===== src/rtl/uart_compare_loader.sv =====
// uart_compare_loader
// Receives 8N1 UART bytes, assembles three of them (MSB byte first) into a
// 24-bit compare value and hands it to the seconds counter with a one-cycle
// load strobe. Bad stop bits and all-zero words raise a one-cycle frame_error
// instead. A partial word left idle too long is silently abandoned.
module uart_compare_loader #(
  parameter int          CLKS_PER_BIT  = 1667,
  parameter int          TIMEOUT_BITS  = 20,
  parameter logic [23:0] RESET_COMPARE = 24'd16_000_000
) (
  input  logic        clk,
  input  logic        reset_n,
  input  logic        rx,
  output logic [23:0] compare_out,
  output logic        update_compare,
  output logic        frame_error,
  output logic        busy
);

  localparam int TW             = $clog2(CLKS_PER_BIT);
  localparam int TIMEOUT_CYCLES = TIMEOUT_BITS * CLKS_PER_BIT;
  localparam int IW             = $clog2(TIMEOUT_CYCLES + 1);

  localparam logic [TW-1:0] MID_BIT    = TW'((CLKS_PER_BIT - 1) / 2);
  localparam logic [TW-1:0] LAST_TICK  = TW'(CLKS_PER_BIT - 1);
  localparam logic [IW-1:0] IDLE_LIMIT = IW'(TIMEOUT_CYCLES);

  typedef enum logic [2:0] {
    ST_IDLE      = 3'd0,
    ST_START     = 3'd1,
    ST_DATA      = 3'd2,
    ST_STOP      = 3'd3,
    ST_WAIT_HIGH = 3'd4
  } state_t;

  state_t        state_q;
  logic          rx_meta_q;
  logic          rx_s_q;
  logic [TW-1:0] timer_q;
  logic [IW-1:0] idle_cnt_q;
  logic [2:0]    bit_cnt_q;
  logic [7:0]    shift_q;
  logic [1:0]    byte_idx_q;
  logic [15:0]   hold_q;
  logic [23:0]   compare_q;
  logic          update_q;
  logic          frame_error_q;
  logic [23:0]   word_d;

  // Candidate word when the third byte's stop bit is accepted.
  assign word_d = {hold_q, shift_q};

  assign compare_out    = compare_q;
  assign update_compare = update_q;
  assign frame_error    = frame_error_q;
  assign busy           = (state_q != ST_IDLE);

  // Two-flop synchronizer; idles high so reset does not fake a start bit.
  always_ff @(posedge clk or negedge reset_n) begin
    if (!reset_n) begin
      rx_meta_q <= 1'b1;
      rx_s_q    <= 1'b1;
    end else begin
      rx_meta_q <= rx;
      rx_s_q    <= rx_meta_q;
    end
  end

  // Receiver FSM, word assembly, idle timeout and registered strobes.
  always_ff @(posedge clk or negedge reset_n) begin
    if (!reset_n) begin
      state_q       <= ST_IDLE;
      timer_q       <= '0;
      idle_cnt_q    <= '0;
      bit_cnt_q     <= '0;
      shift_q       <= '0;
      byte_idx_q    <= '0;
      hold_q        <= '0;
      compare_q     <= RESET_COMPARE;
      update_q      <= 1'b0;
      frame_error_q <= 1'b0;
    end else begin
      update_q      <= 1'b0;
      frame_error_q <= 1'b0;
      case (state_q)
        ST_IDLE: begin
          if (!rx_s_q) begin
            timer_q    <= '0;
            idle_cnt_q <= '0;
            state_q    <= ST_START;
          end else if (byte_idx_q != 2'd0) begin
            // Abandon a partial word once the line has been quiet too long.
            if (idle_cnt_q == IDLE_LIMIT) begin
              byte_idx_q <= 2'd0;
              idle_cnt_q <= '0;
            end else begin
              idle_cnt_q <= idle_cnt_q + 1'b1;
            end
          end else begin
            idle_cnt_q <= '0;
          end
        end

        ST_START: begin
          if (timer_q == MID_BIT) begin
            timer_q <= '0;
            if (!rx_s_q) begin
              bit_cnt_q <= '0;
              state_q   <= ST_DATA;
            end else begin
              // Start bit did not survive to mid-bit: a glitch, not an error.
              state_q <= ST_IDLE;
            end
          end else begin
            timer_q <= timer_q + 1'b1;
          end
        end

        ST_DATA: begin
          if (timer_q == LAST_TICK) begin
            timer_q <= '0;
            shift_q <= {rx_s_q, shift_q[7:1]};
            if (bit_cnt_q == 3'd7) begin
              state_q <= ST_STOP;
            end else begin
              bit_cnt_q <= bit_cnt_q + 1'b1;
            end
          end else begin
            timer_q <= timer_q + 1'b1;
          end
        end

        ST_STOP: begin
          if (timer_q == LAST_TICK) begin
            timer_q <= '0;
            if (rx_s_q) begin
              state_q <= ST_IDLE;
              case (byte_idx_q)
                2'd0: begin
                  hold_q[15:8] <= shift_q;
                  byte_idx_q   <= 2'd1;
                end
                2'd1: begin
                  hold_q[7:0] <= shift_q;
                  byte_idx_q  <= 2'd2;
                end
                default: begin
                  // Zero would underflow the counter's compare-1 logic.
                  if (word_d != 24'd0) begin
                    compare_q <= word_d;
                    update_q  <= 1'b1;
                  end else begin
                    frame_error_q <= 1'b1;
                  end
                  byte_idx_q <= 2'd0;
                end
              endcase
            end else begin
              frame_error_q <= 1'b1;
              byte_idx_q    <= 2'd0;
              state_q       <= ST_WAIT_HIGH;
            end
          end else begin
            timer_q <= timer_q + 1'b1;
          end
        end

        ST_WAIT_HIGH: begin
          // A held-low break must not be mistaken for a new start bit.
          if (rx_s_q) begin
            state_q <= ST_IDLE;
          end
        end

        default: begin
          state_q <= ST_IDLE;
        end
      endcase
    end
  end

endmodule


===== config.mk =====
export PLATFORM = sky130hd
export DESIGN_NAME = uart_compare_loader
export DESIGN_NICKNAME = d
export VERILOG_FILES = /design/src/rtl/uart_compare_loader.sv
export SDC_FILE = /design/constraint.sdc
export NUM_CORES = 1
export LEC_CHECK = 0
export BUFFER_PORTS_ARGS = -buffer_cell sky130_fd_sc_hd__buf_4
export CORE_MARGIN = 4
export CORE_UTILIZATION = 54
export CTS_BUF_LIST = sky130_fd_sc_hd__clkbuf_16
export DETAILED_ROUTE_END_ITERATION = 8
export PLACE_DENSITY = 0.85
export SLEW_MARGIN = 40
export SYNTH_ARGS = -nofsm -noshare
export SYNTH_HDL_FRONTEND = slang
export SYNTH_SLANG_ARGS = --single-unit

===== constraint.sdc =====
create_clock -name clk -period 1.8 [get_ports clk]
set_input_delay 0.09 -clock clk [delete_from_list [all_inputs] [get_ports clk]]
set_output_delay 0.09 -clock clk [all_outputs]
set_load 0.02 [all_outputs]

# ---- Yosys cells after proc, flatten, opt, wreduce, memory -nomap -nowiden
# Cells that the tools add are included.
dict set report classes {
  muxes 38
  bitwise_logic 1
  n_addsub 3
  n_eq_ne 20
  reduce_logical 18
}
# cell n
set ops {}
lappend ops {{16-bit two-way mux} 3}
lappend ops {{11-bit two-way mux} 3}
lappend ops {{3-bit two-way mux} 11}
lappend ops {{11-bit case mux with 3 select lines} 1}
lappend ops {{24-bit nonzero test} 1}
lappend ops {{2-bit inequality test (second input constant)} 11}
lappend ops {{16-bit by 1-bit adder with 16-bit output (second input constant)} 1}
lappend ops {{16-bit == test (second input constant)} 1}
lappend ops {{3-bit case mux with 5 select lines} 1}
lappend ops {{5-bit AND reduction} 3}
lappend ops {{2-bit two-way mux} 6}
lappend ops {{11-bit by 1-bit adder with 11-bit output (second input constant)} 1}
lappend ops {{11-bit by 10-bit == test with 1-bit output (second input constant)} 1}
lappend ops {{11-bit == test (second input constant)} 1}
lappend ops {{1-bit two-way mux} 10}
lappend ops {{2-bit case mux with 2 select lines} 2}
lappend ops {{4-bit AND reduction} 2}
lappend ops {{3-bit by 2-bit == test with 1-bit output (second input constant)} 2}
lappend ops {{3-bit == test (second input constant)} 2}
lappend ops {{3-bit case mux with 2 select lines} 1}
lappend ops {{6-bit AND reduction} 1}
lappend ops {{2-bit nonzero test} 3}
lappend ops {{3-bit nonzero test} 2}
lappend ops {{2-bit AND reduction} 2}
lappend ops {{7 further kinds} 8}
dict set report word_totals {
  reg_bits 87
  input_bits 3
}

# ---- Longest topological paths before layout
# Gate-level depths: netlist (run 1).
dict set report depth {
  depth_word 6
  mapped_depth 8
}

# ---- Least setup slack after synthesis (run 1)
# OpenSTA, ideal clock, no wires.
dict set report synth_timing {
  kind {flip-flop to flip-flop}
  startpoint {reg timer_q[3]}
  endpoint {reg compare_q[4] (netlist: compare_out[4])}
  required_ps 1675
  stages_incl_launch_ff 8
  arrival_time_ps 1821
  period_less_slack_ps 1946
  setup_slack_ps -146
  path_buffers 2
  path_cell_list {dfrtp_1 nor4_4 nand2_1 nor3_2 and4b_1 buf_4 buf_6 mux2_2}
}
dict set report synth_between {
  elab_chain_len 2
}
# item line_no
set synth_lines {}
lappend synth_lines {{start, declared} 39} ;# logic [TW-1:0] timer_q;
lappend synth_lines {{start signal, assigned} 115} ;# timer_q <= timer_q + 1'b1;
lappend synth_lines {{start signal, assigned} 129} ;# timer_q <= timer_q + 1'b1;
lappend synth_lines {{start signal, assigned} 164} ;# timer_q <= timer_q + 1'b1;
lappend synth_lines {{11-bit == test} 134} ;# if (timer_q == LAST_TICK) begin
lappend synth_lines {{5-bit AND reduction (no line)} --}
lappend synth_lines {{end signal, assigned} 150} ;# compare_q <= word_d;
lappend synth_lines {{end, declared} 45} ;# logic [23:0] compare_q;
# No other way between the ends.
# A chain may end at the register's enable or synchronous reset.

# ---- Worst setup path after layout (run 1)
dict set report layout_timing {
  startpoint {reg timer_q[5]}
  endpoint {reg shift_q[4]}
}
dict set report layout_between {
  elab_chain_len 2
}
# item line_no
set layout_lines {}
lappend layout_lines {{11-bit == test} 120} ;# if (timer_q == LAST_TICK) begin
lappend layout_lines {{2-bit AND reduction (no line)} --}
lappend layout_lines {{end signal, assigned} 122} ;# shift_q <= {rx_s_q, shift_q[7:1]};
lappend layout_lines {{end, declared} 42} ;# logic [7:0] shift_q;
# No other way between the ends.

==> summary.md, run 1 <==
| Metric | Value |
|---|---|
| Top Ports | 30 |
| Mean post-synth cell area | 11.9 um2 |
| Sequential power share | 49.5% |
| Top-count cell post-synth | dfrtp_1 |
| Leakage | 2.84 nW |
| Die H | 95.6 um |
| Worst slew pin tran | 481 ps |
| Worst-path fanout max | 8 |
| TritonCTS buffer count | 9 |
| Sw Share | 22.5% |
| Drt drc | 0 |
| RSZ-0062 raised after global routing | yes |
| CP startpoint kind | flip-flop |
| Worst Path Arrival | 2350 ps |
| Area of the core | 0.00737 mm2 |
| Required @ worst endpoint | 2030 ps |
| Clock Latency Late Sink | 350 ps |
| Final worst path period share | 118% |
| Pin count of the biggest net entering global routing | 36 |
| Setup crit end kind | flip-flop |
| Slew Viols, Final | 0 |
| P&R area growth vs syn | 41.8% |
| Die ar. | 0.00914 mm2 |
| Buffers on Ports | 29 |
| Initial DRC count | 270 |
| Synth top area share | 47.1% |
| Clock power frac | 48.8% |
| Flop2flop setup slack | -320 ps |
| Post-synth ARST share | 100% |
| Setup-failing EPs final | 83 |
| Tot GR Track Use | 26.2% |
| Slew margin rel. | 68.0% |
| Placed cell area | 0.00513 mm2 |
| Dpl hpwl | 6.67 mm |
| Hold slack | 249 ps |
| Layout cell share with drive strength beyond 1 | 52.4% |
| Vias in the first global route | 3551 |
| Cell Area, Synth | 0.00414 mm2 |
| Antenna Cells | 0 |
| Synth Warn # | 0 |
| Slowest-stage cell, CP | nor4_4 |
| Setup TNS | -17730 ps |
| Worst hold path class | input port to async pin |
| Buf+Inv Stages, Crit Path | 3 |
| Post-route ant nets | 0 |
| Seq/Total Area, Yosys | 52.8% |
| Cell Rows | 31 |
| Worst flop-to-flop path startpoint | timer_q[5] |
| Initial antenna violation count | 0 |
| Fin worst setup slack | -317 ps |
| Setup Skew | 7.79 ps |
| EDFF count, synth | 0 |
| Worst r2r dst | shift_q[4] |
| Final GP Congestion | 0.902 |
| WL/cell | 21.6 um |
| Status | finished, violations left |
| CTS Buffer Depth | 2 |
| Total power | 3.97 mW |
| Minimum clock period after layout | 2120 ps |
| Final wirelength | 12.4 mm |
| Worst slack, placed | -202 ps |
| Ys flop type | dfrtp_1 |
| Mapped Cells | 348 |
| MaxCap Viol Count | 0 |
| R2R cell count | 7 |
| Logic gate share of total power | 1.7% |
| Kind of cell adding the most delay to the critical path | simple AND/OR/NAND/NOR gates |
| Cell taking the most area after synthesis | dfrtp_1 |
| Worst-path cell chain | nor4_4, buf_4, nand4_1, buf_6, nor3_4, buf_12, mux2_4 |
| Synth Net Count | 358 |
| # nets final | 480 |
| Area contributors post-synth | dfrtp_1, mux2_2, dfstp_2, mux2_4, mux2_1 |
| Final instance area | 0.00587 mm2 |
| First-pass GRT wire length | 18.0 mm |
| DR pass1 iterations | 5 |
| Via count | 3547 |
| Sinks on Clock Net | 87 |
| Maximum vdd drop | 485 uV |
| Die Wd | 95.6 um |
| CTS tree | built |
| Fillcell total | 379 |
| Root buffer cell | clkbuf_16 |
| Clk slew on worst S/H paths | 70 ps |
| Crit-path max cell delay | 440 ps |
| Commonest cells in the netlist | dfrtp_1, mux2_2, nand2_1 |
| Routed via count divided by cell count | 6.18 |
| Gr ovfl total | 0 |
| Setup CP Type | flip-flop to flip-flop |
| Switching power of the nets | 0.893 mW |
| Synth cell types | 56 |
| Failing checks | setup timing |
| H-tree lvl count | 3 |
| Pint | 3.07 mW |
| Synth Register Bits | 87 |
| Starting density of the core | 56.2% |
| Power Dens Cells | 675 mW/mm2 |
| FMAX | 472 MHz |
| Fin. Hold Viols | 0 |
==> power groups by stage <==
| stage | Sequential, mW | Combinational [mW] | Clock, mW |
|---|---|---|---|
| 2_1_floorplan | 2.00 | 0.00768 | 0 |
| 3_3_place_gp | 2.00 | 0.0604 | 0 |
| 6_report | 1.96 | 0.0685 | 1.94 |
| 4_1_cts | 1.96 | 0.0677 | 1.91 |
| 5_1_grt | 1.96 | 0.0771 | 2.04 |
| 3_5_place_dp | 2.00 | 0.0628 | 0 |
==> repair_timing <==
item                                    4_1_cts  5_1_grt
cloned                                        1        0
hold buffers                                  2        0
gates resized for setup                      45       49
endpoints found under the setup margin       76       84
setup buffers                                 5        3
pin swaps                                    12       25
endpoints found under the hold margin        32        0
==> through the flow <==
step	cells	utilization, %
floorplan	348	-
global placement	547	69.6
detailed placement	547	69.6
CTS	571	76.7
global route	574	79.7
finish	574	79.7
==> sequential cells by signal, indices dropped and copies added (netlist names) <==
name and cells:
compare_out 24, hold_q 16, idle_cnt_q 16, timer_q 11
shift_q 8, bit_cnt_q 3, state_q 3, byte_idx_q 2
frame_error 1, rx_meta_q 1, rx_s_q 1, update_compare 1
==> logic make-up (layout without fill, tap and decap cells) <==
family / after synthesis / after routing / synth area share (%)
multiplexers: 52 / 52 / 14.8
adder cells (fa/ha/maj): 7 / 7 / 2.11
flip-flops: 87 / 87 / 52.8
AO/OA/AOI/OAI: 51 / 51 / 8.09
buffers and inverters: 23 / 150 / 3.17
AND/OR/NAND/NOR: 118 / 118 / 16.9
XOR/XNOR: 10 / 10 / 2.11
==> worst reg2reg max path: cells and delay by family (launching register included) <==
kind	cells	cell delay, ps
buf+inv	3	560
flops	1	410
mux	1	310
simple gates	3	730
==> final cells by class <==
class | count | area, um2 | area share (%)
inverters | 8 | 30.0 | 0.511
repair buffers | 126 | 1050 | 17.8
multi-input cells | 238 | 2180 | 37.1
flip-flops and latches | 87 | 2190 | 37.3
well taps | 99 | 124 | 2.11
clock inverters | 7 | 78.8 | 1.34
clock buffers | 9 | 225 | 3.83
==> placed cells by master, fill, tap and decap left out, types with 8 or more instances in the layout <==
master and n:
mux2_1 8, o21ai_1 9, clkbuf_16 9, nand2_1 20, buf_4 105, buf_6 16
mux2_4 25, nand3_1 12, dfrtp_1 77, dfstp_2 9, mux2_2 16, nor2_1 13
==> worst max-delay path by stage <==
stage / from / endpoint / cells after the start
after floorplan: timer_q[3] / compare_out[4] / 7
after global placement: timer_q[5] / compare_out[16] / 6
after detailed placement: timer_q[5] / compare_out[12] / 6
final: timer_q[5] / shift_q[4] / 7
after global routing: timer_q[5] / shift_q[4] / 7
after CTS: timer_q[5] / compare_out[12] / 6
==> routing by layer <==
metal / share of wire (%) / global-route usage, % / vias to the layer above
li1: - / - / 1511
met1: 41 / 34.1 / 1788
met2: 50 / 42.0 / 193
met3: 6.1 / 6.00 / 55
met4: 3.5 / 11.1 / 0
met5: 0 / 0 / -
No activity file was read; power rests on OpenSTA's default activity.
==> inputs of run 2 (changes only) <==
- SETUP_SLACK_MARGIN: not set -> 0.2
==> summary.md, run 2 (synthesized netlist as in run 1, its figures left out) <==
| Metric | Value |
|---|---|
| Die H | 95.6 um |
| H-tree lvl count | 3 |
| Starting density of the core | 56.2% |
| Most common cell after layout, fill and taps aside | buf_4 |
| Setup CP Type | flip-flop to flip-flop |
| P&R area growth vs syn | 44.9% |
| Fin worst setup slack | -334 ps |
| Clk slew on worst S/H paths | 70 ps |
| MaxCap Viol Count | 0 |
| Slew margin rel. | 70.5% |
| Routed via count divided by cell count | 6.28 |
| Initial DRC count | 370 |
| # nets final | 487 |
| Failing checks | setup timing |
| Cell Rows | 31 |
| Layout cell share with drive strength beyond 1 | 54.1% |
| Die ar. | 0.00914 mm2 |
| Fin. Hold Viols | 0 |
| Worst-path fanout max | 4 |
| Required @ worst endpoint | 2040 ps |
| Worst hold path class | input port to async pin |
| Clock Latency Late Sink | 350 ps |
| Pin count of the biggest net entering global routing | 43 |
| CP startpoint kind | flip-flop |
| Hold slack | 220 ps |
| Sinks on Clock Net | 87 |
| FMAX | 469 MHz |
| Final wirelength | 13.2 mm |
| Via count | 3646 |
| Final GP Congestion | 0.863 |
| DR pass1 iterations | 5 |
| Final worst path period share | 119% |
| Placed cell count | 539 |
| Setup TNS | -17520 ps |
| Non-Filler Instances | 581 |
| Buffers on Ports | 29 |
| TritonCTS buffer count | 9 |
| Most frequent cells in the layout | buf_4, dfrtp_1, mux2_4, nand2_1, buf_6 |
| Leakage | 2.93 nW |
| Dpl hpwl | 6.70 mm |
| Root buffer cell | clkbuf_16 |
| Power Dens Cells | 661 mW/mm2 |
| Setup-failing EPs final | 83 |
| CTS Buffer Depth | 2 |
| CTS tree | built |
| Setup Skew | 12.0 ps |
| Total power | 3.97 mW |
| Drt drc | 0 |
| Worst Path Arrival | 2380 ps |
| Post-route ant nets | 0 |
| First-pass GRT wire length | 19.2 mm |
| Area of the core | 0.00737 mm2 |
| Minimum clock period after layout | 2130 ps |
| Status | finished, violations left |
| RSZ-0062 raised after global routing | yes |
| WL/cell | 22.8 um |
| Max reg flops | 24 |
| Worst slew pin tran | 442 ps |
| Die Wd | 95.6 um |
| Slew Viols, Final | 0 |
| Tot GR Track Use | 28.3% |
| Gr ovfl total | 0 |
| Vias in the first global route | 3621 |
| Antenna Cells | 0 |
| Setup crit end kind | flip-flop |
| Maximum vdd drop | 448 uV |
| Initial antenna violation count | 0 |
| Top Ports | 30 |
-- run 2: report_power, final --
group	switching, mW	internal (mW)	total, mW
Sequential	0.00206	1.96	1.96
Combinational	0.0476	0.0171	0.0648
Clock	0.848	1.09	1.94
-- run 2: cell type report --
class / count / area (um2)
inverters: 8 / 32.5
clock inverters: 7 / 77.6
multi-input cells: 238 / 2210
fillers: 336 / 1370
well taps: 99 / 124
clock buffers: 9 / 225
flip-flops and latches: 87 / 2190
repair buffers: 133 / 1140
-- run 2: path summary, 6_finish.rpt --
kind / startpoint / endpoint / slack (ps) / cells past startpoint
hold / removal: reset_n / idle_cnt_q[15] / 220 / 2
setup / recovery: timer_q[5] / byte_idx_q[1] / -330 / 8
hold reg to reg: rx_meta_q / rx_s_q / 360 / 0
min in group clk: rx_meta_q / rx_s_q / 360 / 0
max in group asynchronous: reset_n / compare_out[13] / 930 / 3
setup reg to reg: timer_q[5] / byte_idx_q[1] / -330 / 8
-- run 2: metal layers --
metal | track usage, % | wire length [um] | up-vias
met2 | 46.2 | 6590 | 194
met1 | 36.0 | 5240 | 1859
met3 | 5.92 | 782 | 63
li1 | - | - | 1530
met5 | 0 | 0 | -
met4 | 12.9 | 620 | 0
-- run 2: metrics by stage --
stage / utilization, % / area, um2 / setup slack [ps]
6_report: 81.4 / 6000 / -334
4_1_cts: 78.8 / 5800 / -183
5_1_grt: 81.4 / 6000 / -399
3_5_place_dp: 69.6 / 5130 / -237
2_1_floorplan: - / 4280 / -143
3_3_place_gp: 69.6 / 5130 / -130
-- run 2: critical path, cell delays in order (launching register included) --
cell and delay, ps:
dfrtp_1 410, nor4_4 410, nand2_2 160, buf_4 170, buf_6 110, buf_6 120
or3_4 360, o2bb2ai_2 140, a21o_1 160
-- run 2: timing repair --
| item | 4_1_cts | 5_1_grt |
|---|---|---|
| cloned | 1 | 1 |
| pin swaps | 24 | 19 |
| buffers inserted | 16 | 6 |
| endpoints found under the hold margin | 31 | 0 |
| setup endpoints to repair | 86 | 86 |
| gates resized for setup | 59 | 31 |
| hold buffers | 2 | 0 |
==> inputs of run 3 (changes only) <==
- REMOVE_ABC_BUFFERS: not set -> 1
==> summary.md, run 3 (synthesized netlist as in run 1, its figures left out) <==
| Metric | Value |
|---|---|
| Fillcell total | 365 |
| Drt drc | 0 |
| Antenna Cells | 0 |
| Worst flop-to-flop path startpoint | timer_q[5] |
| Setup-failing EPs final | 85 |
| Max reg flops | 24 |
| Sinks on Clock Net | 87 |
| P&R area growth vs syn | 43.7% |
| Via count | 3764 |
| RSZ-0062 raised after global routing | yes |
| Routed via count divided by cell count | 6.42 |
| CP startpoint kind | flip-flop |
| Initial antenna violation count | 0 |
| Die ar. | 0.00914 mm2 |
| Dpl hpwl | 6.64 mm |
| Slew Viols, Final | 0 |
| Vias in the first global route | 3617 |
| Flop2flop setup slack | -370 ps |
| Most common cell after layout, fill and taps aside | buf_4 |
| Setup Skew | 7.43 ps |
| Pint | 2.91 mW |
| Logic gate share of total power | 1.7% |
| DR pass1 iterations | 5 |
| Status | finished, violations left |
| Sw Share | 22.9% |
| Slew margin rel. | 71.2% |
| Final GP Congestion | 0.854 |
| Worst hold path class | input port to async pin |
| Maximum vdd drop | 790 uV |
| CTS tree | built |
| H-tree lvl count | 3 |
| MaxCap Viol Count | 0 |
| Most frequent cells in the layout | buf_4, dfrtp_1, mux2_4, nand2_1, buf_6 |
| Worst slew pin tran | 432 ps |
| TritonCTS buffer count | 9 |
| Final wirelength | 14.1 mm |
| Worst-path fanout max | 24 |
| Power Dens Cells | 635 mW/mm2 |
| Sequential power share | 51.9% |
| Buffers on Ports | 29 |
| Fin worst setup slack | -366 ps |
| Setup crit end kind | flip-flop |
| FMAX | 462 MHz |
| Setup CP Type | flip-flop to flip-flop |
| Die Wd | 95.6 um |
| WL/cell | 24.1 um |
| Switching power of the nets | 0.867 mW |
| Initial DRC count | 276 |
| Die H | 95.6 um |
| Clk slew on worst S/H paths | 70 ps |
| Worst Path Arrival | 2380 ps |
| Area of the core | 0.00737 mm2 |
| Failing checks | setup timing |
| Final worst path period share | 120% |
| Tot GR Track Use | 28.0% |
| Pin count of the biggest net entering global routing | 44 |
| Fin. Hold Viols | 0 |
| Required @ worst endpoint | 2020 ps |
| CP startpoint | timer_q[5] |
| Gr ovfl total | 0 |
| Clock power frac | 46.4% |
| Minimum clock period after layout | 2170 ps |
| First-pass GRT wire length | 19.2 mm |
| Layout cell share with drive strength beyond 1 | 54.0% |
| Root buffer cell | clkbuf_16 |
| Final core occ | 80.8% |
| # nets final | 492 |
| Top Ports | 30 |
| Starting density of the core | 56.2% |
| Leakage | 2.86 nW |
| Clock Latency Late Sink | 340 ps |
| Post-route ant nets | 0 |
| CTS Buffer Depth | 2 |
| Cell Rows | 31 |
| Hold slack | 198 ps |
run 3: changes by cell type in the layout (fill, tap and decap cells not counted), sizes merged:
| cell | change |
|---|---|
| buf | +6 |
| clkbuf | -1 |
| inv | -1 |
| bufinv | -1 |
| clkinv | -2 |
| clkinvlp | +4 |
run 3: critical path: stages (launching register included):
cell and delay (ps):
dfrtp_1 400, nor4_4 410, nand2_1 150, nor3_2 210
and4b_1 300, buf_12 200, mux2_1 370
run 3: power groups by stage:
| stage | logic (mW) | registers [mW] | clock network (mW) |
|---|---|---|---|
| 2_1_floorplan | 0.00296 | 2.00 | 0 |
| 5_1_grt | 0.0742 | 1.96 | 1.85 |
| 3_3_place_gp | 0.0577 | 2.00 | 0 |
| 6_report | 0.0660 | 1.96 | 1.75 |
| 4_1_cts | 0.0652 | 1.96 | 1.73 |
| 3_5_place_dp | 0.0602 | 2.00 | 0 |
run 3: final timing paths:
path                                         to  depth (start not counted)
worst min-delay path              idle_cnt_q[1]                          2
max in group asynchronous       compare_out[23]                          3
worst min register to register           rx_s_q                          0
min in group clk                         rx_s_q                          0
worst max-delay path            compare_out[15]                          6
worst max register to register  compare_out[15]                          6
run 3: cell type report:
cell class / count / area, um2 / area share (%)
inverters: 8 / 30.0 / 0.504
clock inverters: 7 / 51.3 / 0.862
clock buffers: 9 / 225 / 3.78
repair buffers: 138 / 1190 / 20.0
well taps: 99 / 124 / 2.08
flip-flops and latches: 87 / 2190 / 36.8
multi-input cells: 238 / 2140 / 36.0
run 3: through the flow:
stage               std cells  power (mW)  area (um2)  setup TNS (ps)  worst slack, ps
floorplan                 333        2.00        4040          -20190             -501
global placement          539        2.06        5020           -7160             -163
detailed placement        539        2.06        5020           -9640             -227
CTS                       576        3.76        5730           -7450             -202
global route              586        3.88        5950          -20530             -401
finish                    586        3.78        5950          -17190             -366
run 3: repair_timing:
item	in CTS	in global routing
hold endpoints to repair	60	0
setup endpoints to repair	85	86
cloned	2	0
gates resized for setup	76	36
hold buffers	2	0
buffers inserted	17	10
pin swaps	32	15
run 3: metal layers:
| metal | vias up | global-route usage, % | wire (um) |
|---|---|---|---|
| met2 | 282 | 45.6 | 6900 |
| met5 | - | 0 | 0 |
| met3 | 94 | 5.68 | 1100 |
| met1 | 1849 | 36.5 | 5270 |
| li1 | 1539 | - | - |
| met4 | 0 | 11.8 | 858 |
